[src/rtl/fir_mac_seq.sv]
// rtl/fir_mac_seq.sv - sequential single-MAC FIR output engine with rounding and saturation
module fir_mac_seq #(
    parameter int SHIFT = 15,
    parameter int NTAP  = 33
) (
    input  logic        clk,
    input  logic        rstn,
    input  logic        start,
    output logic [5:0]  tap_sel,
    input  logic [13:0] tap_data,
    input  logic [15:0] coef,
    output logic        busy,
    output logic [15:0] y_out,
    output logic        y_valid
);

    localparam logic [1:0] S_IDLE  = 2'd0;
    localparam logic [1:0] S_MAC   = 2'd1;
    localparam logic [1:0] S_FLUSH = 2'd2;
    localparam logic [1:0] S_OUT   = 2'd3;

    localparam logic [5:0]         LAST_IDX = 6'(NTAP - 1);
    localparam logic signed [36:0] HALF     = 37'sd1 <<< (SHIFT - 1);
    localparam logic signed [36:0] SAT_HI   = 37'sd32767;
    localparam logic signed [36:0] SAT_LO   = -37'sd32768;

    logic [1:0]         state_q, state_d;
    logic [5:0]         idx_q, idx_d;
    logic signed [29:0] prod_q, prod_d;
    logic signed [35:0] acc_q, acc_d;
    logic [15:0]        y_out_q, y_out_d;
    logic               y_valid_q, y_valid_d;

    logic signed [29:0] tap_x, coef_x;
    logic signed [35:0] prod_ext;
    logic signed [36:0] acc_rnd, acc_scl;

    assign tap_x    = {{16{tap_data[13]}}, tap_data};
    assign coef_x   = {{14{coef[15]}}, coef};
    assign prod_ext = {{6{prod_q[29]}}, prod_q};

    // Extra headroom bit keeps the rounding offset from wrapping a near-full accumulator.
    assign acc_rnd = {acc_q[35], acc_q} + HALF;
    assign acc_scl = acc_rnd >>> SHIFT;

    always_comb begin
        state_d   = state_q;
        idx_d     = idx_q;
        prod_d    = prod_q;
        acc_d     = acc_q;
        y_out_d   = y_out_q;
        y_valid_d = 1'b0;
        case (state_q)
            S_IDLE: begin
                if (start) begin
                    state_d = S_MAC;
                    idx_d   = 6'd0;
                    prod_d  = '0;
                    acc_d   = '0;
                end
            end
            S_MAC: begin
                // The product pipeline lags one tap, so the add uses last cycle's product.
                prod_d = tap_x * coef_x;
                acc_d  = acc_q + prod_ext;
                idx_d  = idx_q + 6'd1;
                if (idx_q == LAST_IDX) begin
                    state_d = S_FLUSH;
                    idx_d   = 6'd0;
                end
            end
            S_FLUSH: begin
                acc_d   = acc_q + prod_ext;
                state_d = S_OUT;
            end
            S_OUT: begin
                if (acc_scl > SAT_HI) begin
                    y_out_d = 16'h7fff;
                end else if (acc_scl < SAT_LO) begin
                    y_out_d = 16'h8000;
                end else begin
                    y_out_d = acc_scl[15:0];
                end
                y_valid_d = 1'b1;
                state_d   = S_IDLE;
            end
            default: state_d = S_IDLE;
        endcase
    end

    always_ff @(posedge clk) begin
        if (!rstn) begin
            state_q   <= S_IDLE;
            idx_q     <= '0;
            prod_q    <= '0;
            acc_q     <= '0;
            y_out_q   <= '0;
            y_valid_q <= 1'b0;
        end else begin
            state_q   <= state_d;
            idx_q     <= idx_d;
            prod_q    <= prod_d;
            acc_q     <= acc_d;
            y_out_q   <= y_out_d;
            y_valid_q <= y_valid_d;
        end
    end

    assign tap_sel = (state_q == S_MAC) ? idx_q : 6'd0;
    assign busy    = (state_q != S_IDLE);
    assign y_out   = y_out_q;
    assign y_valid = y_valid_q;

endmodule

[config.mk]
export PLATFORM = sky130hd
export DESIGN_NAME = fir_mac_seq
export DESIGN_NICKNAME = d
export VERILOG_FILES = /design/src/rtl/fir_mac_seq.sv
export SDC_FILE = /design/constraint.sdc
export NUM_CORES = 1
export LEC_CHECK = 0
export CAP_MARGIN = 20
export CORE_MARGIN = 5
export CORE_UTILIZATION = 58
export CTS_CLUSTER_SIZE = 25
export DETAILED_ROUTE_END_ITERATION = 10
export GPL_ROUTABILITY_DRIVEN = 0
export PLACE_DENSITY = 0.87
export SLEW_MARGIN = 15
export SYNTH_ARGS = -nofsm -noshare
export SYNTH_HDL_FRONTEND = slang
export SYNTH_SLANG_ARGS = --single-unit
[constraint.sdc]
create_clock -name clk -period 6.38 [get_ports clk]
set_clock_uncertainty 0.05 [all_clocks]
set_input_delay 0.957 -clock clk [delete_from_list [all_inputs] [get_ports clk]]
set_output_delay 0.957 -clock clk [all_outputs]
set_load 0.02 [all_outputs]
==> summary.md <==
| Metric | Value |
|---|---|
| Die height | `165 um` |
| CP startpoint kind | `input pin` |
| Initial DRC Count | `1,253` |
| Worst-Margin Slew | `1.01 ns` |
| Top cells by area, synth | `fa_1, dfxtp_1, ha_1` |
| Failing checks | `setup timing` |
| Commonest non-fill, non-tap cell in the layout | `inv_1` |
| CP max FO | `4` |
| Core area | `23,500 um2` |
| R2R Path Start | `state_q[0]` |
| Syn_area_per_cell | `8.52 um2` |
| GRT Total Usage | `30.0%` |
| Crit path arrival time | `7.01 ns` |
| Final Hold Viols | `0` |
| Hold_buf cts | `0` |
| DRC | `0` |
| Root Buffer | `clkbuf_16` |
| Clock Tree Buf Depth | `2` |
| Share of layout cells above drive strength 1 | `22.1%` |
| Hold path depth | `2` |
| CTS tree | `done` |
| First-pass GRT wire length | `65,400 um` |
| # nets final | `2,208` |
| Simple logic cell fraction of the synthesized area | `17.5%` |
| Routed Wire Length | `47,500 um` |
| Drt pass-1 iters | `7` |
| Cells after DPL | `2,098` |
| Largest net degree at the start of global routing | `66` |
| Run status | `complete, but fails checks` |
| Grt ovf | `0` |
| Worst reg2reg path depth | `7` |
| Largest family of logic cells by synthesized area | `adder cells` |
| Wire per inst | `21.9 um` |
| N_diodes | `0` |
| Fmax | `0.146 GHz` |
| Vias per inst | `6.23` |
| CTS H-tree lvls | `3` |
| Mapped Area | `13,900 um2` |
| Commonest cells after routing, fill and taps aside | `inv_1, fa_1, buf_4` |
| Net Count, Synth | `2,000` |
| RSZ-0062 raised after global routing | `true` |
| Fin crit period | `6.83 ns` |
| CP required | `6.56 ns` |
| Cts bufs inserted | `9` |
| Mux cell area share after synthesis | `0.440%` |
| Compound-Gate Fraction of Synth Area | `13.0%` |
| Final WS setup | `-0.447 ns` |
| RR Endpoint | `acc_q[34]` |
| Worst Min Path Start | `prod_q[28]` |
| Final hold slack | `0.419 ns` |
| Clock-pin slew on the worst setup and hold paths | `0.07 ns` |
| Flops & latches, synth | `91` |
| Post-synthesis xor/xnor area fraction | `4.66%` |
| Initial antenna violation count | `0` |
| Yosys Warn Count | `0` |
| Max-slew violation count | `0` |
| Setup CP Type | `input pin to flip-flop` |
| Clock latency on the worst-skew pair | `0.35 ns` |
| Port Buf Inserts | `56` |
| Syn Inst Count | `1,634` |
| Non-filler cells, final | `2,166` |
| Adder-cell area share of the yosys netlist | `41.8%` |
| Vias in the first global route | `13,600` |
| Die area | `27,200 um2` |
| Final setup viols | `11` |
| Crit path capture type | `flip-flop` |
| Max-Cap Viols | `0` |
| Worst Hold End | `prod_q[28]` |
| Clock Sinks | `91` |
| Initial core utilization | `59.1%` |
| Placed inst area | `15,900 um2` |
| Final instance area | `17,400 um2` |
| Flop-to-flop setup slack | `3.21 ns` |
| Final ANT Viol Nets | `0` |
| Dpl ws | `-1.05 ns` |
| Detailed-placement wirelength estimate | `28,100 um` |
| Slew Limit Headroom | `32.8%` |
| Row count | `56` |
| Synth cell types | `58` |
| Most common flop cell mapped by yosys | `dfxtp_1` |
| Vias | `13,500` |
| Area delta synth->final | `24.7%` |
| I/O pin count | `57` |
| Hold Path Class | `flip-flop to flip-flop` |
| Synth top area share | `31.6%` |
| Die width | `165 um` |
| Crit share post-route | `107%` |
| Number of synthesized flops with an enable pin | `0` |
| Async set-or-reset flop fraction in the synthesized netlist | `0%` |
| Synth area leader | `fa_1` |
| Sequential-to-total area share from yosys stat | `13.1%` |
registers in the layout, summed over array words and instances (netlist names):
signal,count
y_valid,1
idx_q,6
acc_q,36
state_q,2
y_out,16
prod_q,30
metrics by stage:
step | utilization (%) | TNS, ns
after floorplan | - | -0.0623
final | 73.7 | -3.22
after CTS | 71.5 | -0.00390
after detailed placement | 67.5 | -13.79
after global placement | 67.5 | -11.39
after global routing | 73.7 | -4.30
layout make-up:
class / count / area [um2]
flip-flops and latches: 91 / 1820
clock inverters: 3 / 68.8
inverters: 294 / 1120
fillers: 1439 / 6180
clock buffers: 13 / 270
multi-input cells: 1191 / 11400
well taps: 319 / 399
repair buffers: 255 / 2250
layer usage:
layer  part of all wire (%)  wire, um  vias up  GRT usage, %
met1                     33     15600     6428          33.4
met5                      0         0        -             0
met3                     10      4760      399          5.89
li1                       -         -     5624             -
met4                    9.3      4420        0          16.2
met2                     48     22700     1046          53.7
worst max path at each step:
stage	startpoint	end	slack (ns)	depth (start not counted)
floorplan	tap_data[4]	prod_q[29]	-0.03	21
global placement	tap_data[3]	prod_q[29]	-0.92	23
detailed placement	tap_data[3]	prod_q[29]	-1.05	23
CTS	coef[13]	prod_q[29]	-0.004	22
global route	coef[1]	prod_q[28]	-0.48	24
finish	coef[1]	prod_q[27]	-0.45	24
worst max-delay path: stages:
cell,delay (ns)
dlygate4sd2_1,0.36
buf_4,0.18
nand2_1,0.10
fa_2,0.47
inv_1,0.07
ha_1,0.33
inv_1,0.24
fa_1,0.47
inv_1,0.26
fa_2,0.52
fa_1,0.52
inv_2,0.07
fa_2,0.48
inv_2,0.12
ha_4,0.24
a21o_1,0.20
a21oi_2,0.16
o21ai_2,0.09
a31o_1,0.24
o41ai_4,0.35
nand2b_1,0.13
a21oi_2,0.18
xor2_1,0.20
o21ai_1,0.08
synthesized netlist by cell type (32+ instances only):
| master | number |
|---|---|
| and2_1 | 132 |
| clkbuf_1 | 54 |
| nand2_1 | 156 |
| ha_1 | 113 |
| xor2_1 | 32 |
| o21ai_0 | 48 |
| xnor2_1 | 42 |
| a21oi_1 | 77 |
| inv_1 | 294 |
| fa_1 | 220 |
| nor2_1 | 115 |
| dfxtp_1 | 91 |
what timing repair did:
action                                  CTS  global route
gates cloned                              9             1
pin swaps                               107           119
endpoints found under the setup margin   17            17
gates resized for setup                 168           169
setup buffers                            22            23
cell families (layout without fill, tap and decap cells):
family / count (synthesis) / after routing
simple gates: 501 / 501
mux: 6 / 6
xor+xnor: 74 / 74
compound gates: 277 / 277
fa+ha+maj: 333 / 333
buf+inv: 352 / 565
flops: 91 / 91
Power is left out: the tool's default activity adds up to more than one toggle a clock period on the data nets, which glitch-free logic cannot reach.
==> variant: new RTL, same settings <==
Reset style: asynchronous (`rstn`), changed in one clocked block.
--- a/src/rtl/fir_mac_seq.sv
+++ b/src/rtl/fir_mac_seq.sv
@@ -88,7 +88,7 @@
         endcase
     end
 
-    always_ff @(posedge clk) begin
+    always_ff @(posedge clk or negedge rstn) begin
         if (!rstn) begin
             state_q   <= S_IDLE;
             idx_q     <= '0;
Check against the original RTL: differs if rstn is asserted again (counterexample within 4 cycles, from zero or initial values and one cycle with rstn low); with rstn held inactive, the same outputs for 10 cycles.
==> variant against the unedited design <==
- maximum frequency grew 8.9%
- sequential cell count is the same
- cell area shrank 2.4%
- first-iteration DRC count shrank 42%
- wire length shrank 26%
- die area grew 2.2%
- area after synthesis grew 2.3%
- worst setup slack gained 0.56 ns
- highest routed layer unchanged
Power is not shown: default switching activity piles up to over one toggle a cycle in this logic, so the estimate is an artifact.
==> variant: results (changes against the unedited design) <==
Outcome
  – Status: complete, no violations

Final layout
  – Net count, final: 2140 (-3.1%)
  – Fillers: 1650 (+15%)
  – Layout cells sized above 1: 18.7% (-3.5 points)

Route
  – Vias per cell: 5.60 (-10%)
  – DRT iter0 DRCs: 729 (-42%)
  – DR pass1 iterations: 5 (-2)
  – WL final: 35200 µm (-26%)

Yosys
  – Xor/xnor share of the synthesized area: 4.67% (+0.018 points)
  – Ys async rst share: 100% (+100 points)
  – Synth top cells by count: inv_1 (299), fa_1 (220), nand2_1 (190)
  – Seq/Total Area, Yosys: 16.0% (+2.9 points)
  – Top FF cell, synth: dfrtp_1
  – Post-Synth Adder-Cell Area: 40.9% (-0.94 points)
  – Multiplexer share of the synthesized area: 0.351% (-0.089 points)
  – Syn Nets: 1954 (-2.3%)
  – Synth Area in Compound Gates: 12.7% (-0.24 points)

Critical path
  – FF-to-FF path depth: 12 (+5)
  – Critical Path Start: tap_data[3]
  – R2r startpoint: prod_q[0]
  – Max stage delay on crit path: 0.54 ns (+0.02 ns)
  – CP Capture Point: prod_q[28]
  – Internal reg-to-reg setup slack: 3.06 ns (-0.15 ns)
  – CP max-delay cell: fa_1
  – Critical Path AT: 6.43 ns (-0.58 ns)
  – Worst-path fanout max: 7 (+3)

GRT
  – Vias in the first global route: 12500 (-7.8%)
  – First-pass GRT wire length: 58700 µm (-10%)
  – Total GRT Usage: 25.1% (-4.9 points)

Place
  – Placed Area: 0.0162 mm² (+2.3%)
  – Hpwl dp: 28200 µm (+0.46%)

Timing
  – Worst-margin pin slew: 0.726 ns (-0.282 ns)

Clock network
  – CTS root buf: clkbuf_16
[variant: cell count changes after synthesis, moves of 19 or more]
cell      unedited run  this run
dfrtp_1              0        91
dfxtp_1             91         0
nor2_1             115        61
nand2_1            156       190
o21ai_0             48        80
a22oi_1             30         0
a21oi_1             77        50
a211oi_1            22         3
[variant: routing by layer]
metal  track usage, %  part of all wire, %
met1             31.2                   39
met2             44.7                   51
met3             4.43                  6.4
met4             7.83                  3.6
met5                0                    0
[variant: worst min path at each step]
stage,startpoint,end
5_1_grt,prod_q[11],prod_q[11]
3_5_place_dp,prod_q[10],prod_q[10]
2_1_floorplan,acc_q[13],acc_q[13]
4_1_cts,acc_q[13],acc_q[13]
3_3_place_gp,acc_q[13],acc_q[13]
6_report,prod_q[18],prod_q[18]
[variant: layout make-up]
cell class	instances	area (µm²)	share of cell area, %
Tap cell	324	405	2.39
Inverter	299	1120	6.64
Sequential cell	91	2280	13.4
Timing Repair Buffer	228	1870	11.0
Clock inverter	4	26.3	0.155
Multi-Input combinational cell	1145	11000	64.8
Clock buffer	11	253	1.49
[variant: cell families after synthesis]
group	after synthesis
compound gates	266
xor+xnor	76
fa+ha+maj	333
buf+inv	352
flops	91
mux	5
simple gates	465
[variant: through the flow]
stage	TNS [ns]	hold slack (ns)	std cells	util, %	setup slack [ns]
after floorplan	0	0.403	1588	-	0.00831
after global placement	-9.08	0.418	2070	67.0	-0.725
after detailed placement	-11.17	0.431	2070	67.0	-0.784
after CTS	0	0.447	2090	68.8	0.00208
after global routing	-0.262	0.470	2102	69.9	-0.0735
final	0	0.441	2102	69.9	0.112
[variant: what timing repair did]
item                       CTS  global route
cloned                       0             1
pin swaps                   36            75
gates resized for setup    117           118
setup buffers                5            10
setup endpoints to repair   16            13
